## config.mk

```make
export PLATFORM = sky130hd
export DESIGN_NAME = sdram_arbiter
export DESIGN_NICKNAME = d
export VERILOG_FILES = /design/src/rtl/sdram_arbiter.sv
export SDC_FILE = /design/constraint.sdc
export NUM_CORES = 1
export LEC_CHECK = 0
export BUFFER_PORTS_ARGS = -buffer_cell sky130_fd_sc_hd__buf_4
export CELL_PAD_IN_SITES_DETAIL_PLACEMENT = 0
export CELL_PAD_IN_SITES_GLOBAL_PLACEMENT = 2
export CORE_MARGIN = 2
export CORE_UTILIZATION = 25
export CTS_CLUSTER_DIAMETER = 30
export DETAILED_ROUTE_END_ITERATION = 7
export HOLD_SLACK_MARGIN = 0.1
export PLACE_DENSITY_LB_ADDON = 0.08
export RECOVER_POWER = 50
export SLEW_MARGIN = 20
export SYNTH_ARGS = -nofsm -noshare
export SYNTH_HDL_FRONTEND = slang
export SYNTH_SLANG_ARGS = --single-unit
```

## constraint.sdc

```tcl
create_clock -name clk -period 2.2 [get_ports clk]
set_input_delay 0.22 -clock clk [delete_from_list [all_inputs] [get_ports clk]]
set_output_delay 0.22 -clock clk [all_outputs]
set_load 0.02 [all_outputs]
```

## src/rtl/sdram_arbiter.sv

```systemverilog
// Fixed-priority SDRAM client arbiter with starvation promotion; one access in flight.
// Latency req->ack is 4 cycles plus controller busy time; clients hold req until their ack pulse.
module sdram_arbiter #(
    parameter int NPORTS       = 3,
    parameter int STARVE_LIMIT = 8
) (
    input  logic                 clk,
    input  logic                 init_n,
    input  logic [NPORTS-1:0]    req,
    input  logic [NPORTS-1:0]    we,
    input  logic [NPORTS-1:0]    word,
    input  logic [NPORTS*25-1:0] addr,
    input  logic [NPORTS*16-1:0] wdata,
    output logic [NPORTS-1:0]    ack,
    output logic [15:0]          rdata,
    output logic [1:0]           grant,
    output logic                 active,
    output logic [24:0]          mem_addr,
    output logic                 mem_rd,
    output logic                 mem_wr,
    output logic                 mem_word,
    output logic [15:0]          mem_din,
    input  logic [15:0]          mem_dout,
    input  logic                 mem_busy
);

    typedef enum logic [1:0] {IDLE, ISSUE, WAIT, DONE} state_t;

    localparam logic [3:0] LIMIT = 4'(STARVE_LIMIT);

    state_t     state;
    logic [3:0] starve_cnt [NPORTS];
    logic       cur_we;
    logic [1:0] win;
    logic [1:0] norm_idx;
    logic [1:0] force_idx;
    logic       force_vld;

    // Descending scan so the lowest index wins in both the forced and normal pick.
    always_comb begin
        norm_idx  = '0;
        force_idx = '0;
        force_vld = 1'b0;
        for (int i = NPORTS - 1; i >= 0; i--) begin
            if (req[i]) begin
                norm_idx = 2'(i);
            end
            if (req[i] && (starve_cnt[i] >= LIMIT)) begin
                force_idx = 2'(i);
                force_vld = 1'b1;
            end
        end
        win = force_vld ? force_idx : norm_idx;
    end

    always_ff @(posedge clk or negedge init_n) begin
        if (!init_n) begin
            state    <= IDLE;
            ack      <= '0;
            rdata    <= '0;
            grant    <= '0;
            active   <= 1'b0;
            mem_addr <= '0;
            mem_rd   <= 1'b0;
            mem_wr   <= 1'b0;
            mem_word <= 1'b0;
            mem_din  <= '0;
            cur_we   <= 1'b0;
            for (int i = 0; i < NPORTS; i++) begin
                starve_cnt[i] <= '0;
            end
        end else begin
            ack <= '0;
            case (state)
                IDLE: begin
                    if (|req) begin
                        grant    <= win;
                        active   <= 1'b1;
                        mem_addr <= addr[int'(win)*25 +: 25];
                        mem_din  <= wdata[int'(win)*16 +: 16];
                        mem_word <= word[win];
                        cur_we   <= we[win];
                        mem_rd   <= ~we[win];
                        mem_wr   <= we[win];
                        state    <= ISSUE;
                        for (int i = 0; i < NPORTS; i++) begin
                            if (2'(i) == win) begin
                                starve_cnt[i] <= '0;
                            end else if (req[i]) begin
                                starve_cnt[i] <= (starve_cnt[i] >= LIMIT) ? LIMIT
                                                                          : starve_cnt[i] + 4'd1;
                            end else begin
                                starve_cnt[i] <= '0;
                            end
                        end
                    end
                end
                // Controller may sit in init with busy low indefinitely; keep the strobe up.
                ISSUE: begin
                    if (mem_busy) begin
                        mem_rd <= 1'b0;
                        mem_wr <= 1'b0;
                        state  <= WAIT;
                    end
                end
                WAIT: begin
                    if (!mem_busy) begin
                        if (!cur_we) begin
                            rdata <= mem_dout;
                        end
                        ack[grant] <= 1'b1;
                        state      <= DONE;
                    end
                end
                DONE: begin
                    active <= 1'b0;
                    state  <= IDLE;
                end
                default: state <= IDLE;
            endcase
        end
    end

endmodule

```

# [Word-level counts from Yosys, hierarchy flattened]
# Cells that the tools add are included.
[word_totals] ff_bits=81 out_inout_bits=66
[classes] addsub=3 n_mul=1 n_lt_le_gt_ge=6 n_eq_ne=8 shift=2 mux=38 bitwise=3 reduce_logical=14
[op_table] op="75-bit by 8-bit indexed part select with 25-bit output" count=1
[op_table] op="48-bit by 7-bit indexed part select with 16-bit output" count=1
[op_table] op="4-bit 2-to-1 mux" count=9
[op_table] op="2-bit 2-to-1 mux" count=10
[op_table] op="4-bit by 1-bit adder with 4-bit output, second input constant" count=3
[op_table] op="4-bit greater-or-equal comparator, second input constant" count=3
[op_table] op="1-bit 2-to-1 mux" count=10
[op_table] op="3-bit AND reduction" count=3
[op_table] op="2-bit one-hot mux with 4 select lines" count=1
[op_table] op="2-bit by 5-bit multiplier with 7-bit output, second input constant" count=1
[op_table] op="2-bit by 3-bit < comparator with 1-bit output, second input constant" count=2
[op_table] op="3-bit 2-to-1 mux" count=2
[op_table] op="2-bit inequality test, second input constant" count=3
[op_table] op="1-bit one-hot mux with 2 select lines" count=3
[op_table] op="1-bit binary-select mux with 2-bit select" count=2
[op_table] op="2-bit == test, second input constant" count=2
[op_table] op="1-bit logical AND" count=4
[op_table] op="2-bit logical NOT" count=2
[op_table] op="2-bit AND reduction" count=2
[op_table] op="2-bit nonzero test" count=2
[op_table] op="1-bit NOT" count=3
[op_table] op="3-bit OR reduction" count=1
[op_table] op="1-bit demux with 2-bit select" count=1
[op_table] op="1-bit by 2-bit == test with 1-bit output, first input constant" count=1
[op_table] op="3 further kinds" count=3

# [Logic depth before layout (Yosys ltp)]
# Gate-level depths: netlist of run 1.
[depth] ltp_word=11 mapped_depth=7 mapped_depth_nobuf=6

# [Worst setup path before layout of run 1]
# Ideal clock, no wire load.
[synth_timing] path_type="flip-flop to flip-flop" from="register state[0]" to="register rdata[0]" setup_time_ns=0.125 arrival_ns=1.600 t_required_ns=2.075 slack_ns=0.475 stages_incl_launch_ff=7 path_buffers=1 period_less_slack_ns=1.725 path_cell_list="dfrtp_1 -> inv_1 -> ha_1 -> nand2b_1 -> nor2_2 -> buf_2 -> mux2_2"
[synth_between] elab_chain_cells=2
[synth_rtl] element="start: declaration" line_no="31" text="state_t state;"
[synth_rtl] element="start signal: assignment" line_no="58" text="state <= IDLE;"
[synth_rtl] element="start signal: assignment" line_no="85" text="state <= ISSUE;"
[synth_rtl] element="start signal: assignment" line_no="103" text="state <= WAIT;"
[synth_rtl] element="2-bit == test" line_no="74" text="case (state)"
[synth_rtl] element="3-bit AND reduction (no line)"
[synth_rtl] element="end signal: assignment" line_no="109" text="rdata <= mem_dout;"
[synth_rtl] element="end: declaration" line_no="15" text="output logic [15:0] rdata,"
# No other way between the ends.
# A chain may end at the register's enable or synchronous reset.

# [Final worst setup path of run 1]
[layout_timing] from="register starve_cnt[7] in the netlist's numbering" to="register mem_rd"
[layout_between] elab_chain_cells=10 word_cells_on_any_way=12
[layout_rtl] element="start: declaration" line_no="32" text="logic [3:0] starve_cnt [NPORTS];"
[layout_rtl] element="start signal: indexed assignment" line_no="90" text="starve_cnt[i] <= (starve_cnt[i] >= LIMIT) ? LIMIT"
[layout_rtl] element="4-bit greater-or-equal comparator (*)" line_no="48" text="if (req[i] && (starve_cnt[i] >= LIMIT)) begin"
[layout_rtl] element="1-bit logical AND (*)" line_no="48"
[layout_rtl] element="2-bit 2-to-1 mux or 1-bit 2-to-1 mux (tied branches) (2 in series)" line_no="48"
[layout_rtl] element="2-bit 2-to-1 mux (*)" line_no="53" text="win = force_vld ? force_idx : norm_idx;"
[layout_rtl] element="1-bit binary-select mux with 2-bit select (*)" line_no="83" text="mem_rd <= ~we[win];"
[layout_rtl] element="1-bit 2-to-1 mux (implied by the code) (*)" line_no="83"
[layout_rtl] element="1-bit NOT (*)" line_no="83"
[layout_rtl] element="1-bit 2-to-1 mux (*)" line_no="76" text="if (|req) begin"
[layout_rtl] element="1-bit one-hot mux with 2 select lines (*)" line_no="74"
[layout_rtl] element="end signal: assignment" line_no="83"
[layout_rtl] element="end: declaration" line_no="19" text="output logic mem_rd,"
# Every way passes the cells marked *; elsewhere a longest branch is shown, timed or not. The select of a mux whose other input is x is not followed.

==> impl_metrics.json, run 1 <==
{
  "worstPathMaxFanout": 22,
  "path_class": "reg -> reg",
  "placed_area_um2": 5710,
  "grt_usage": 0.164,
  "design_area_um2": 6020,
  "synth_area_um2": 3870,
  "grt_pass1_wl_um": 20700,
  "layoutNonFillerInstCount": 806,
  "vias": 3777,
  "max_freq_mhz": 516,
  "hp-class": "in -> reg",
  "period_share": 0.881,
  "hpwl_um": 9520,
  "hold_viol": 0,
  "cts_tree": "done",
  "die_h_um": 128,
  "cts_buffers": 9,
  "status": "finished, final reports clean",
  "drt_wl_total_um": 13400,
  "rows": 45,
  "finClkSkew_ns": 0.00705,
  "max_cap_viol_count": 0,
  "cts_root_buf": "clkbuf_16",
  "tns_ns": 0,
  "gp_congestion": 0.764,
  "dieArea_um2": 16500,
  "yosysSeqAreaShare": 0.523,
  "synthTopCellsByArea": "dfrtp_1, a221oi_1, a21oi_1",
  "htree_levels": 3,
  "cts_sinks": 81,
  "min_period_ns": 1.94,
  "io_buffers": 216,
  "fillers": 1525,
  "grt_pass1_vias": 3916,
  "relSlewSlack": 0.0484,
  "tightestPinTransition_ns": 1.43,
  "dp_cells": 776,
  "synth.top_cell.area_share": 0.523,
  "overflow": 0,
  "area_growth_pct": 55.4,
  "pin_count": 217,
  "path_clk_slew_ns": 0.07,
  "diodes": 0,
  "setup_viol": 0,
  "drive_gt1_frac": 0.385,
  "syn_area_per_cell_um2": 9.96,
  "clk_path_buf_depth": 2,
  "multi_input_comb_area_um2": 1700,
  "fin_total_pwr_w": 0.00778,
  "p_per_area_nw_per_um2": 1290,
  "worstPathArrival_ns": 2.17,
  "synth_cell_types": 32,
  "ant_nets": 0,
  "die_w_um": 128,
  "endpoint_kind": "flip-flop",
  "antenna_found_initial": 0,
  "drt_iter0_drc": 129,
  "grt_max_degree": 48,
  "nets": 775,
  "p_leak_nw": 2.82,
  "worstSetupStartpointType": "flip-flop",
  "ys_seq_elements": 81,
  "irDropWorstVdd_mv": 0.406,
  "syn_nets": 551,
  "syn_inst": 389,
  "ys.warnings.count": 0,
  "firstDrtPassIters": 4,
  "coreArea_um2": 15100,
  "via_per_inst": 4.69,
  "crit_required_ns": 2.43,
  "drcViolationCount": 0,
  "rsz0062_at_grt": "no",
  "yosysTopAreaCell": "dfrtp_1",
  "clk_latency_ns": 0.34,
  "ff_latch_area_um2": 2030,
  "slew_violations": 0,
  "wl_per_cell_um": 16.6,
  "initial_utilization": 0.256,
  "hold_ws_ns": 0.111
}
-- final timing paths --
| check | endpoint | cells past startpoint | slack (ns) | from |
|---|---|---|---|---|
| setup / recovery | mem_rd$_DFFE_PN0P_ | 5 | 0.26 | starve_cnt[7]$_DFFE_PN0P_ |
| hold / removal | mem_addr[1]$_DFFE_PN0P_ | 3 | 0.11 | addr[1] |
| setup reg to reg | mem_rd$_DFFE_PN0P_ | 5 | 0.26 | starve_cnt[7]$_DFFE_PN0P_ |
| hold reg to reg | rdata[14]$_DFFE_PN0P_ | 1 | 0.51 | rdata[14]$_DFFE_PN0P_ |
| max in group asynchronous | mem_addr[12]$_DFFE_PN0P_ | 3 | 0.43 | init_n |
| min in group asynchronous | active$_DFFE_PN0P_ | 2 | 0.74 | init_n |
-- layer usage --
metal  global-route usage  wire length, um
met1                0.193             5520
met2                0.278             6480
met3               0.0536             1140
met4               0.0627              247
met5                    0                0
-- placed cells by master, fill, tap and decap left out, types with 2 or more instances in the layout --
cell,n
a21oi_1,48
a221oi_1,42
a22o_1,2
a41oi_1,3
buf_12,2
buf_4,192
clkbuf_1,34
clkbuf_16,9
clkinv_4,2
dfrtp_1,81
dlygate4sd3_1,11
ha_1,11
inv_1,10
inv_6,3
mux2_2,18
mux2i_1,2
nand2_1,57
nand2b_1,4
nand3_1,2
nor2_1,48
nor2_4,2
nor3_1,2
nor3b_1,5
o21ai_0,8
o22ai_1,2
or3_1,3
-- cells in the mapped netlist --
master,n
a21boi_0,1
a21o_1,1
a21oi_1,48
a21oi_2,1
a221oi_1,42
a221oi_2,1
a22o_1,2
a31o_2,1
a41oi_1,3
buf_2,18
buf_4,5
clkbuf_1,5
dfrtp_1,81
ha_1,11
inv_1,10
mux2_2,18
mux2i_1,2
nand2_1,57
nand2b_1,5
nand3_1,2
nor2_1,48
nor2_2,2
nor2b_1,1
nor3_1,2
nor3b_1,5
o21a_1,1
o21ai_0,8
o21ai_1,1
o22ai_1,2
o31ai_1,1
o32a_1,1
or3_1,3
-- where the power goes --
part	internal [W]	switching (W)	leakage, nW	total [W]
combinational	0.00151	0.00218	1.72	0.00369
sequential	0.00219	0.000426	0.960	0.00261
clock	0.000810	0.000665	0.144	0.00148
-- worst max-delay path: stages (launching register included) --
cell and delay (ns):
dfrtp_1 0.41, a21boi_0 0.13, o21a_2 0.28, nor2_4 0.55, a21oi_2 0.18, a31o_2 0.27
-- logic make-up (layout without fill, tap and decap cells) --
logic type / after synthesis / in the layout / share of synthesized area
and+or+nand+nor: 125 / 126 / 0.134
AOI/OAI and AO/OA: 114 / 114 / 0.202
DFF: 81 / 81 / 0.523
buffers and inverters: 38 / 266 / 0.0475
muxes: 20 / 20 / 0.0575
adders and majority gates: 11 / 11 / 0.0355
-- sequential cells by signal, indices dropped and copies added, names as in the netlist --
register / flops
mem_rd: 1
grant: 2
rdata: 16
mem_addr: 25
cur_we: 1
mem_word: 1
state: 2
ack: 3
mem_wr: 1
active: 1
starve_cnt: 12
mem_din: 16
-- cell type report --
class / count / share of cell area
sequential: 81 / 0.337
timing repair buffer: 240 / 0.287
multi-input combinational: 271 / 0.283
clock buffer: 10 / 0.0397
tap: 188 / 0.0391
clock inverter: 6 / 0.00811
inverter: 10 / 0.00624
-- stage by stage --
| stage | setup slack [ns] | utilization |
|---|---|---|
| 2_1_floorplan | 0.475 | - |
| 3_3_place_gp | -0.000332 | 0.377 |
| 3_5_place_dp | -0.0456 | 0.377 |
| 4_1_cts | 0.0524 | 0.404 |
| 5_1_grt | 0.0970 | 0.397 |
| 6_report | 0.262 | 0.397 |
-- what timing repair did --
| item | 4_1_cts | 5_1_grt |
|---|---|---|
| gates resized for setup | 2 | 2 |
| cloned | 1 | 0 |
| endpoints found under the setup margin | 3 | 1 |
| setup buffers | 0 | 2 |
| hold buffers | 11 | 0 |
| pin swaps | 1 | 1 |
| hold endpoints to repair | 32 | 0 |
(Power assumes the default switching activity.)
==> run 2: changes to the inputs <==
--- a/config.mk
+++ b/config.mk
@@ -16,6 +16,8 @@
 export PLACE_DENSITY_LB_ADDON = 0.08
 export RECOVER_POWER = 50
+export SKIP_CTS_REPAIR_TIMING = 1
 export SLEW_MARGIN = 20
 export SYNTH_ARGS = -nofsm -noshare
 export SYNTH_HDL_FRONTEND = slang
 export SYNTH_SLANG_ARGS = --single-unit
+export TNS_END_PERCENT = 10
==> constraint.sdc (replaced) <==
create_clock -name clk -period 2.2 [get_ports clk]
set_input_delay 0.22 -clock clk [delete_from_list [all_inputs] [get_ports clk]]
set_output_delay 0.22 -clock clk [all_outputs]
set_load 0.1 [all_outputs]
==> run 2 against run 1 <==
Final area down 1.5%. Via count fell by 1.4%. Routed wire length decreased by 3.1%. Sequential share of layout area rose by 0.53 points. Critical endpoint is now starve_cnt[8]$_DFFE_PN0P_. Largest cell class unchanged.
==> impl_metrics.json, run 2 (same netlist as run 1, synthesis figures left out) <==
{
  "status": "finished, final reports clean",
  "crit_chain": "a21boi_0 -> o21a_2 -> buf_4 -> o21ai_0 -> or3_1 -> o21ai_0",
  "grt_pass1_wl_um": 20100,
  "worst_path_max_delay_cell": "buf_4",
  "crit_top_cell": "o21ai_0",
  "regMostFlops": "mem_addr",
  "rows": 45,
  "die_w_um": 128,
  "wl_per_cell_um": 16.3,
  "hp-class": "in -> reg",
  "worstPathMaxFanout": 47,
  "gp_congestion": 0.764,
  "fillers": 1520,
  "htree_levels": 3,
  "min_period_ns": 1.99,
  "worstPathArrival_ns": 2.26,
  "crit_required_ns": 2.46,
  "final_cell_mix": "buf_4, dfrtp_1, nand2_1, a21oi_1, nor2_1",
  "largestRegisters": "mem_addr: 25 flops, mem_din: 16 flops, rdata: 16 flops",
  "cts_buffers": 9,
  "clk_latency_ns": 0.34,
  "crit_buf_inv": 1,
  "layout_commonest_cell": "buf_4",
  "cts_tree": "done",
  "endpoint_kind": "flip-flop",
  "setup_viol": 0,
  "coreArea_um2": 15100,
  "slowest_delay_ns": 0.47,
  "hold_ws_ns": 0.109,
  "drt_iter0_drc": 133,
  "relSlewSlack": 0.0618,
  "die_h_um": 128,
  "antenna_found_initial": 0,
  "initial_utilization": 0.256,
  "firstDrtPassIters": 4,
  "area_growth_pct": 53.0,
  "ant_nets": 0,
  "worstSetupStartpointType": "flip-flop",
  "pin_count": 217,
  "vias": 3726,
  "rsz0062_at_grt": "no",
  "max_cap_viol_count": 0,
  "tightestPinTransition_ns": 1.41,
  "design_area_um2": 5930,
  "via_per_inst": 4.69,
  "drt_wl_total_um": 13000,
  "hpwl_um": 9520,
  "nets": 764,
  "diodes": 0,
  "clk_path_buf_depth": 2,
  "dieArea_um2": 16500,
  "grt_usage": 0.159,
  "grt_max_degree": 48,
  "hold_viol": 0,
  "largest_register_ffs": 25,
  "grt_pass1_vias": 3867,
  "placed_area_um2": 5710,
  "drcViolationCount": 0,
  "drive_gt1_frac": 0.389,
  "cts_sinks": 81,
  "overflow": 0,
  "finClkSkew_ns": 0.00656,
  "period_share": 0.905,
  "slew_violations": 0,
  "max_freq_mhz": 502,
  "path_clk_slew_ns": 0.07,
  "path_class": "reg -> reg",
  "cts_root_buf": "clkbuf_16",
  "io_buffers": 216,
  "crit_family": "compound AO/OA/AOI/OAI gates"
}
[run 2: cell types whose count changed in the layout (fill, tap and decap cells not counted)]
cell / change
nor2_4: -1
dlygate4sd3_1: -9
buf_6: -1
buf_4: -1
buf_16: +1
[run 2: final timing paths]
kind	to	depth (start not counted)	slack [ns]	startpoint
worst min-delay path	rdata[13]$_DFFE_PN0P_	2	0.11	mem_dout[13]
max in group asynchronous	mem_addr[12]$_DFFE_PN0P_	3	0.44	init_n
worst min register to register	rdata[2]$_DFFE_PN0P_	1	0.51	rdata[2]$_DFFE_PN0P_
min in group asynchronous	active$_DFFE_PN0P_	2	0.73	init_n
worst max-delay path	starve_cnt[8]$_DFFE_PN0P_	6	0.21	starve_cnt[7]$_DFFE_PN0P_
worst max register to register	starve_cnt[8]$_DFFE_PN0P_	6	0.21	starve_cnt[7]$_DFFE_PN0P_
[run 2: layout make-up]
| class | instances | area (um2) | share of cell area |
|---|---|---|---|
| Sequential cell | 81 | 2030 | 0.342 |
| Multi-Input combinational cell | 270 | 1690 | 0.285 |
| Timing Repair Buffer | 230 | 1650 | 0.278 |
| Clock buffer | 10 | 239 | 0.0403 |
| Tap cell | 188 | 235 | 0.0397 |
| Clock inverter | 6 | 48.8 | 0.00823 |
| Inverter | 10 | 37.5 | 0.00633 |
[run 2: worst reg2reg max path: stages (launching register included)]
cell	delay [ns]
dfrtp_1	0.38
a21boi_0	0.18
o21a_2	0.19
buf_4	0.47
o21ai_0	0.28
or3_1	0.35
o21ai_0	0.07
[run 2: metal layers]
metal  track usage  part of all wire
met3        0.0545             0.086
met1         0.186              0.42
met2         0.267              0.47
met4        0.0627             0.019
met5             0                 0
[run 2: stage by stage]
step | setup slack, ns | utilization | cells | TNS [ns]
after global placement | -0.000332 | 0.377 | 776 | -0.000332
final | 0.209 | 0.391 | 795 | 0
after floorplan | 0.474 | - | 389 | 0
after CTS | -0.0658 | 0.396 | 792 | -0.146
after global routing | 0.0327 | 0.391 | 795 | 0
after detailed placement | -0.0456 | 0.377 | 776 | -0.0854
Power of run 2 is left out: the tool's default activity adds up to more than one toggle a clock period on the data nets, which glitch-free logic cannot reach.
==> run 3: changes to the inputs <==
- clock period: 2.2 -> 1.9 ns (I/O delays scaled with it)
==> run 3 against run 2 <==
Setup slack worse by 0.083 ns. Fmax up 12%. Count of clock-buffer cells in the layout is 2 higher. Clock skew rose by 0.00099 ns. Sequential share of layout area decreased by 2.7 points. Utilization rose by 3.4 points. Final area up 8.7%.
==> impl_metrics.json, run 3 (same netlist as run 1, synthesis figures left out) <==
{
  "status": "finished, final reports clean",
  "grtUsageMet3": 0.0595,
  "ant_nets": 0,
  "min_path_cells": 3,
  "period_share": 0.933,
  "hpwl_um": 9620,
  "rows": 45,
  "area_growth_pct": 66.2,
  "drt_iter0_drc": 157,
  "dieArea_um2": 16500,
  "grt_max_degree": 48,
  "layout_setup_ws_ns": 0.127,
  "max_freq_mhz": 564,
  "grt_util_met2": 0.268,
  "wl_per_cell_um": 16.6,
  "die_h_um": 128,
  "grt_usage": 0.161,
  "largestRegisters": "mem_addr: 25 flops, mem_din: 16 flops, rdata: 16 flops",
  "io_buffers": 216,
  "regMostFlops": "mem_addr",
  "firstDrtPassIters": 4,
  "gr-usage-met1": 0.191,
  "fillers": 1491,
  "hold_viol": 0,
  "finClkSkew_ns": 0.00754,
  "via_per_inst": 4.71,
  "endpoint_kind": "flip-flop",
  "pin_count": 217,
  "max_cap_viol_count": 0,
  "path_clk_slew_ns": 0.06,
  "vias": 3952,
  "drcViolationCount": 0,
  "clk_latency_ns": 0.34,
  "gp_congestion": 0.743,
  "r2r_end": "mem_rd$_DFFE_PN0P_",
  "crit_end": "mem_rd$_DFFE_PN0P_",
  "diodes": 0,
  "rsz0062_at_grt": "no",
  "min_period_ns": 1.77,
  "grt_pass1_wl_um": 20600,
  "cts_buffers": 9,
  "initial_utilization": 0.256,
  "worstSetupStartpointType": "flip-flop",
  "rrSetupSlack_ns": 0.13,
  "worstPathArrival_ns": 2.00,
  "overflow": 0,
  "largest_register_ffs": 25,
  "die_w_um": 128,
  "crit_required_ns": 2.12,
  "r2r_cells": 6,
  "cts_root_buf": "clkbuf_16",
  "grt_pass1_vias": 3911,
  "worstPathMaxFanout": 47,
  "clk_path_buf_depth": 2,
  "r2r_start": "starve_cnt[11]$_DFFE_PN0P_",
  "tightestPinTransition_ns": 1.01,
  "path_class": "reg -> reg",
  "final_cell_mix": "buf_4, dfrtp_1, nand2_1, a21oi_1, nor2_1",
  "htree_levels": 3,
  "setup_viol": 0,
  "drt_wl_total_um": 13900,
  "top_usage_layer": "met2",
  "preCtsSetupSlack_ns": -0.0378,
  "tns_ns": 0,
  "coreArea_um2": 15100,
  "cts_tree": "done",
  "slew_violations": 0,
  "finish.utilization": 0.425,
  "startpoint": "starve_cnt[11]$_DFFE_PN0P_",
  "nets": 808,
  "relSlewSlack": 0.325,
  "drive_gt1_frac": 0.429,
  "antenna_found_initial": 1,
  "cts_sinks": 81,
  "hp-class": "in -> reg",
  "layout_commonest_cell": "buf_4",
  "hold_ws_ns": 0.0915
}
-- run 3: layout make-up --
type	count	area, um2	area share
well taps	188	235	0.0365
clock inverters	4	51.3	0.00797
clock buffers	12	256	0.0398
multi-input cells	271	1700	0.264
repair buffers	273	2130	0.331
flip-flops and latches	81	2030	0.315
inverters	10	37.5	0.00583
-- run 3: worst min-delay path by stage --
stage	startpoint	endpoint	slack, ns
after floorplan	init_n	ack[0]$_DFF_PN0_	-0.11
after global placement	init_n	starve_cnt[10]$_DFFE_PN0P_	0.21
after detailed placement	init_n	starve_cnt[9]$_DFFE_PN0P_	0.21
after CTS	init_n	starve_cnt[10]$_DFFE_PN0P_	-0.15
after global routing	word[0]	mem_word$_DFFE_PN0P_	0.10
final	wdata[15]	mem_din[15]$_DFFE_PN0P_	0.09
-- run 3: per-stage QoR --
stage               instance area, um2  cells
global route                      6440    839
floorplan                         3870    389
detailed placement                5800    782
global placement                  5800    782
finish                            6440    839
CTS                               6110    798
-- run 3: per-layer routing --
metal	part of all wire	vias up	routed length (um)
met5	0.0011	-	16
met2	0.49	147	6830
met3	0.086	14	1200
li1	-	1903	-
met1	0.41	1886	5690
met4	0.013	2	186
-- run 3: worst max-delay path: stages, from the launching register on --
cell      delay, ns
dfrtp_1        0.39
a21boi_0       0.21
o21a_2         0.28
buf_12         0.28
a22o_1         0.19
a21oi_2        0.05
a31o_2         0.26
Power of run 3 is left out for the same reason.
